<file path="src/rtl/bp_me_hb_link_bridge.sv">
// BedRock memory-forward to 32-bit HammerBlade link bridge.
// One transaction in flight; 64-bit accesses become two link words.
module bp_me_hb_link_bridge #(
  parameter int paddr_width_p     = 40,
  parameter int did_width_p       = 19,
  parameter int link_data_width_p = 32,
  parameter int fill_width_p      = 64
) (
  input  logic                         clk_i,
  input  logic                         reset_i,

  input  logic                         fwd_v_i,
  output logic                         fwd_ready_and_o,
  input  logic                         fwd_store_i,
  input  logic [paddr_width_p-1:0]     fwd_addr_i,
  input  logic [1:0]                   fwd_size_i,
  input  logic [fill_width_p-1:0]      fwd_data_i,
  input  logic [did_width_p-1:0]       fwd_payload_i,

  output logic                         out_v_o,
  input  logic                         out_ready_i,
  output logic                         out_we_o,
  output logic [paddr_width_p-1:0]     out_addr_o,
  output logic [link_data_width_p-1:0] out_data_o,
  output logic [3:0]                   out_mask_o,
  output logic                         out_tag_o,

  input  logic                         ret_v_i,
  input  logic [link_data_width_p-1:0] ret_data_i,
  input  logic                         ret_tag_i,

  output logic                         rev_v_o,
  input  logic                         rev_ready_and_i,
  output logic                         rev_store_o,
  output logic [paddr_width_p-1:0]     rev_addr_o,
  output logic [1:0]                   rev_size_o,
  output logic [fill_width_p-1:0]      rev_data_o,
  output logic [did_width_p-1:0]       rev_payload_o
);

  localparam int lw = link_data_width_p;

  typedef enum logic [2:0] {
    e_ready,
    e_send_lo,
    e_send_hi,
    e_wait,
    e_reply
  } state_e;

  state_e state_r, state_n;

  logic                     store_r;
  logic [paddr_width_p-1:0] addr_r;
  logic [1:0]               size_r;
  logic [fill_width_p-1:0]  data_r;
  logic [did_width_p-1:0]   payload_r;
  logic [lw-1:0]            lo_r, hi_r;
  logic                     lo_done_r, hi_done_r;

  logic [paddr_width_p-1:0] addr_align;
  logic                     fwd_accept;
  logic                     out_fire, rev_fire;
  logic                     ret_ok, ret_lo, ret_hi;
  logic                     lo_n, hi_n, all_done;
  logic                     narrow_hi;
  logic [lw-1:0]            narrow_word;

  always_comb begin
    addr_align = fwd_addr_i;
    case (fwd_size_i)
      2'd1:    addr_align[0]   = 1'b0;
      2'd2:    addr_align[1:0] = 2'b00;
      2'd3:    addr_align[2:0] = 3'b000;
      default: addr_align      = fwd_addr_i;
    endcase
  end

  assign fwd_accept = (state_r == e_ready) & fwd_v_i;
  assign out_fire   = out_v_o & out_ready_i;
  assign rev_fire   = rev_v_o & rev_ready_and_i;

  // A return may land in the same cycle its request handshakes.
  assign ret_ok = ret_v_i
                & ((state_r == e_send_hi)
                 | (state_r == e_wait)
                 | out_fire);
  assign ret_lo = ret_ok & ~ret_tag_i;
  assign ret_hi = ret_ok &  ret_tag_i;

  assign lo_n      = lo_done_r | ret_lo;
  assign hi_n      = hi_done_r | ret_hi;
  assign narrow_hi = addr_r[2];
  assign all_done  = (size_r == 2'd3)
                   ? (lo_n & hi_n)
                   : (narrow_hi ? hi_n : lo_n);

  always_comb begin
    state_n = state_r;
    case (state_r)
      e_ready:
        if (fwd_v_i)
          state_n = ((fwd_size_i != 2'd3) && addr_align[2])
                  ? e_send_hi : e_send_lo;
      e_send_lo:
        if (out_fire)
          state_n = (size_r == 2'd3) ? e_send_hi : e_wait;
      e_send_hi:
        if (out_fire) state_n = e_wait;
      e_wait:
        if (all_done) state_n = e_reply;
      e_reply:
        if (rev_ready_and_i) state_n = e_ready;
      default:
        state_n = e_ready;
    endcase
  end

  always_ff @(posedge clk_i) begin
    if (reset_i) begin
      state_r   <= e_ready;
      store_r   <= 1'b0;
      addr_r    <= '0;
      size_r    <= '0;
      data_r    <= '0;
      payload_r <= '0;
      lo_r      <= '0;
      hi_r      <= '0;
      lo_done_r <= 1'b0;
      hi_done_r <= 1'b0;
    end else begin
      state_r <= state_n;
      if (fwd_accept) begin
        store_r   <= fwd_store_i;
        addr_r    <= addr_align;
        size_r    <= fwd_size_i;
        data_r    <= fwd_data_i;
        payload_r <= fwd_payload_i;
      end
      if (ret_lo) begin
        lo_r      <= ret_data_i;
        lo_done_r <= 1'b1;
      end
      if (ret_hi) begin
        hi_r      <= ret_data_i;
        hi_done_r <= 1'b1;
      end
      if (rev_fire) begin
        lo_done_r <= 1'b0;
        hi_done_r <= 1'b0;
      end
    end
  end

  assign fwd_ready_and_o = (state_r == e_ready);

  // Request fields come straight from captured state, so they
  // cannot move while the link stalls.
  assign out_v_o    = (state_r == e_send_lo) | (state_r == e_send_hi);
  assign out_tag_o  = (state_r == e_send_hi);
  assign out_we_o   = store_r;
  assign out_addr_o = {addr_r[paddr_width_p-1:3], out_tag_o, 2'b00};
  assign out_data_o = out_tag_o
                    ? data_r[2*lw-1:lw]
                    : data_r[lw-1:0];

  always_comb begin
    out_mask_o = 4'b1111;
    case (size_r)
      2'd1:    out_mask_o = 4'b0011 << addr_r[1:0];
      2'd0:    out_mask_o = 4'b0001 << addr_r[1:0];
      default: out_mask_o = 4'b1111;
    endcase
  end

  assign narrow_word   = narrow_hi ? hi_r : lo_r;
  assign rev_v_o       = (state_r == e_reply);
  assign rev_store_o   = store_r;
  assign rev_addr_o    = addr_r;
  assign rev_size_o    = size_r;
  assign rev_payload_o = payload_r;
  assign rev_data_o    = store_r ? '0
                       : (size_r == 2'd3) ? {hi_r, lo_r}
                       : {narrow_word, narrow_word};

  always @(posedge clk_i) begin
    if (!reset_i)
      assert (!(ret_v_i && ((state_r == e_ready)
                         || (state_r == e_reply))))
      else $warning("link return dropped: no request outstanding");
  end

endmodule

</file>
<file path="config.mk">
export PLATFORM = sky130hd
export DESIGN_NAME = bp_me_hb_link_bridge
export DESIGN_NICKNAME = d
export VERILOG_FILES = /design/src/rtl/bp_me_hb_link_bridge.sv
export SDC_FILE = /design/constraint.sdc
export NUM_CORES = 1
export LEC_CHECK = 0
export ABC_AREA = 1
export BUFFER_PORTS_ARGS = -buffer_cell sky130_fd_sc_hd__buf_2
export CAP_MARGIN = 20
export CORE_AREA = 2 2 144 146
export DETAILED_ROUTE_END_ITERATION = 10
export DIE_AREA = 0 0 146 148
export HOLD_SLACK_MARGIN = 0.02
export PLACE_DENSITY_LB_ADDON = 0.3
export RECOVER_POWER = 25
export SETUP_SLACK_MARGIN = 0.2
export SLEW_MARGIN = 40
export SYNTH_ARGS = -nofsm -noshare
export SYNTH_HDL_FRONTEND = slang
export SYNTH_SLANG_ARGS = --single-unit
</file>
<file path="constraint.sdc">
create_clock -name clk_i -period 1.3 [get_ports clk_i]
set_clock_uncertainty 0.15 [all_clocks]
set_input_delay 0.13 -clock clk_i [delete_from_list [all_inputs] [get_ports clk_i]]
set_output_delay 0.13 -clock clk_i [all_outputs]
set_load 0.1 [all_outputs]
</file>
==> out/results.txt, run 1 <==
status: stopped before the end
Exit stage: clock tree synthesis
Log Error: [ERROR DPL-0038] Utilization greater than 100%, impossible to legalize
TritonCTS Sinks: 195
top post-synthesis cells by area: dfxtp_1, nor2_1, o21ai_0
post-CTS sizing: 336
dominant cell by count in the synthesized netlist: nor2_1
Cell Area, Synth: 0.00851 mm²
Die W: 146 µm
yosys warns: 0
Die Ht: 148 µm
multiplexer area fraction after synthesis: 0%
Num CTS Buffers: 17
Post-CTS Setup Bufs: 61
Seq/Total Area, Yosys: 45.9%
Cell Count Post-Placement: 1807
HPWL Detailed: 24.7 mm
asr flop ratio synth: 0%
hold_buf cts: 159
Synth top area share: 45.9%
Post-Syn Instances: 1215
Compound-Gate Fraction of Synth Area: 19.9%
post-synthesis cell type count: 27
GPL Wtd Cong: 0.894
Synth Register Bits: 195
H-tree depth: 4
initial core utilization: 42.5%
most area-hungry cell type in the Yosys netlist: dfxtp_1
DP Worst Slack: -0.525 ns
root buffer cell: clkbuf_16
Clock Path Buffers: 2
port bufs: 369
Rows: 52
post-synthesis xor/xnor area fraction: 0%
ys flop type: dfxtp_1
Post-synth top cells: nor2_1, o21ai_0, dfxtp_1, clkbuf_1, inv_1
io pins: 372
largest family of logic cells by synthesized area: simple AND/OR/NAND/NOR gates
adder-cell area share of the yosys netlist: 0%
DP Area: 0.0157 mm²
EDFF count, synth: 0
Mapped Avg Cell Area: 7.00 µm²
simple-gate area share of the yosys netlist: 23.0%
kinds of logic after synthesis:
logic type	after synthesis
buffers and inverters	183
flip-flops	195
AO/OA/AOI/OAI	336
AND/OR/NAND/NOR	500
other	1
stage by stage:
step	utilization, %	setup TNS [ns]
after global placement	78.3	-70.94
after detailed placement	78.3	-78.37
after floorplan	-	-101.68
==> inputs of run 2 (changes only) <==
CORE_AREA = unset   (was 2 2 144 146)
CORE_UTILIZATION = 35   (was unset)
DIE_AREA = unset   (was 0 0 146 148)
HOLD_SLACK_MARGIN = unset   (was 0.02)
PLACE_DENSITY_LB_ADDON = 0.15   (was 0.3)
SETUP_SLACK_MARGIN = unset   (was 0.2)
clock period = 1.7 ns   (was 1.3 ns; I/O delays follow)
==> run 2 against run 1 <==
Net effect:
- the flow now finishes, with violations (setup timing)
- synthesized area did not move
- synthesized cell count did not move
==> out/results.txt, run 2 <==
status: finished, violations left (was stopped before the end)
failing checks: setup timing
CP Depth: 9
Cell Area, Synth: 0.00851 mm² (unchanged)
H-tree depth: 4 (unchanged)
CP top delay family: buffers and inverters
initial core utilization: 35.9% (was 42.5%)
pin count of the biggest net entering global routing: 89
total number of vias: 11200
Final WS setup: -0.482 ns
Die W: 158 µm (was 146 µm)
RSZ-0062 raised after global routing: true
initial antenna violation count: 3
MaxCap Viol Count: 0
DP Worst Slack: -0.0640 ns (was -0.525 ns)
grt total ovfl: 0
FMAX: 458 MHz
Global Route Usage Sum: 28.5%
asr flop ratio synth: 0% (unchanged)
Crit path required time: 1.38 ns
vias per inst: 5.29
Clock Path Buffers: 2 (unchanged)
EDFF count, synth: 0 (unchanged)
Synth Register Bits: 195 (unchanged)
io pins: 372 (unchanged)
slowest cell on the critical path: dfxtp_4
Post-Syn Instances: 1215 (unchanged)
Reg clk slew, reported paths: 0.08 ns
ys flop type: dfxtp_1 (unchanged)
largest stage delay on the critical path: 0.36 ns
Post-Route WL: 45.0 mm
max reg flops: 64
Num CTS Buffers: 17 (unchanged)
CTS tree: done
CP Buf/Inv Count: 5
Hold Crit Depth: 4
yosys warns: 0 (unchanged)
most common cell after layout, fill and taps aside: nor2_1
GR Util met2: 50.6%
crit path cell chain: nand2_4, inv_4, nor2_4, buf_12, buf_12, buf_12, o21ai_2, nor2_4, buf_12
fin crit share: 128%
critical path type: reg -> out
Rows: 56 (was 52)
layout cells sized above 1: 55.4%
Period minus WS final: 2.18 ns
port bufs: 369 (unchanged)
residual DRC count: 0
post-synthesis cell type count: 27 (unchanged)
Synth-to-Final Area Change: 125%
hold_ws: 0.0742 ns
met1 Use GR: 32.8%
largest reg by FF count: data_r
Avg WL per Cell: 21.3 µm
Net count, final: 1947
most frequent cells in the layout: nor2_1, buf_2, dfxtp_1, dlygate4sd3_1, nor2_4
met3 usage: 5.45%
worst hold path class: in -> reg
Post-synth top cells: nor2_1, o21ai_0, dfxtp_1, clkbuf_1, inv_1 (unchanged)
clk_lat worst skew: 0.44 ns
TritonCTS Sinks: 195 (unchanged)
Rel. slew slack: 60.1%
Synth top area share: 45.9% (unchanged)
post-route ant nets: 0
R2R cell count: 14
first-pass GRT wire length: 54.7 mm
root buffer cell: clkbuf_16 (unchanged)
Die Ht: 158 µm (was 148 µm)
DP Area: 0.0138 mm² (was 0.0157 mm²)
core area: 0.0237 mm²
critical path peak fanout: 11
Slew Viols, Final: 0
CP Capture Type: output port
most used routing layer: met2
HPWL Detailed: 21.1 mm (was 24.7 mm)
most area-hungry cell type in the Yosys netlist: dfxtp_1 (unchanged)
Seq/Total Area, Yosys: 45.9% (unchanged)
most frequent CP cell: buf_12
top post-synthesis cells by area: dfxtp_1, nor2_1, o21ai_0 (unchanged)
Finished Cell Area: 0.0192 mm²
Setup-failing EPs final: 278
Die Footprint: 0.0249 mm²
Fin. Hold Viols: 0
Mapped Avg Cell Area: 7.00 µm² (unchanged)
dominant cell by count in the synthesized netlist: nor2_1 (unchanged)
setup TNS: -61.38 ns
GPL Wtd Cong: 0.820 (was 0.894)
Worst-Margin Slew: 0.600 ns
nature of the critical path startpoint: flip-flop
number of global-route vias before repair: 10200
1st-iter DRT viols: 693
Pre-antenna DRT Iters: 5
Arr. time, crit path: 1.86 ns
-- run 2: cell counts after synthesis --
Identical to the previous run, type by type.
-- run 2: worst paths after layout --
path,startpoint,to,slack (ns)
setup / recovery,rev_size_o[1],rev_data_o[0],-0.48
hold / removal,ret_v_i,lo_done_r,0.07
setup reg to reg,state_r[0],hi_r[21],-0.31
hold reg to reg,data_r[58],data_r[58],0.36
-- run 2: layout make-up --
cell class	count	area, µm²
Tap cell	319	399
Fill cell	1346	4520
Sequential cell	195	3930
Clock buffer	18	429
Multi-Input combinational cell	838	6390
Timing Repair inverter	1	16.3
Clock inverter	14	161
Inverter	57	289
Timing Repair Buffer	672	7540
Antenna cell	3	7.51
-- run 2: through the flow --
step | utilization, % | cells
floorplan | - | 1216
global placement | 58.5 | 1829
detailed placement | 58.5 | 1829
CTS | 73.6 | 2067
global route | 80.9 | 2117
finish | 80.9 | 2117
-- run 2: kinds of logic after synthesis --
logic type	after synthesis	synth area share (%)
AO/OA/AOI/OAI	336	19.9
buffers and inverters	183	11.2
flip-flops	195	45.9
other	1	0.0441
AND/OR/NAND/NOR	500	23.0
-- run 2: repair_timing --
item	4_1_cts	5_1_grt
hold buffers	160	0
pin swaps	69	136
setup endpoints to repair	132	254
hold endpoints to repair	192	0
cloned	17	31
resized for setup	206	353
setup buffers	31	24
-- run 2: worst reg2reg max path, cell delays in order (launching register included) --
cell and delay, ns:
dfxtp_4 0.37, inv_4 0.06, nand3_4 0.12, buf_12 0.19, buf_8 0.14, nand2_8 0.06
nand2_4 0.05, nand2_4 0.08, nand3_4 0.10, buf_12 0.15, inv_12 0.05, buf_8 0.11
buf_16 0.14, nor2_2 0.04, nor2_1 0.14
-- run 2: metal layers --
layer | share of wire, % | wire length (µm)
met2 | 50 | 22700
met4 | 6.4 | 2870
met3 | 6.2 | 2810
met5 | 0 | 0
met1 | 37 | 16600
Power of run 2 is left out: the tool's default activity adds up to more than one toggle a clock period on the data nets, which glitch-free logic cannot reach.
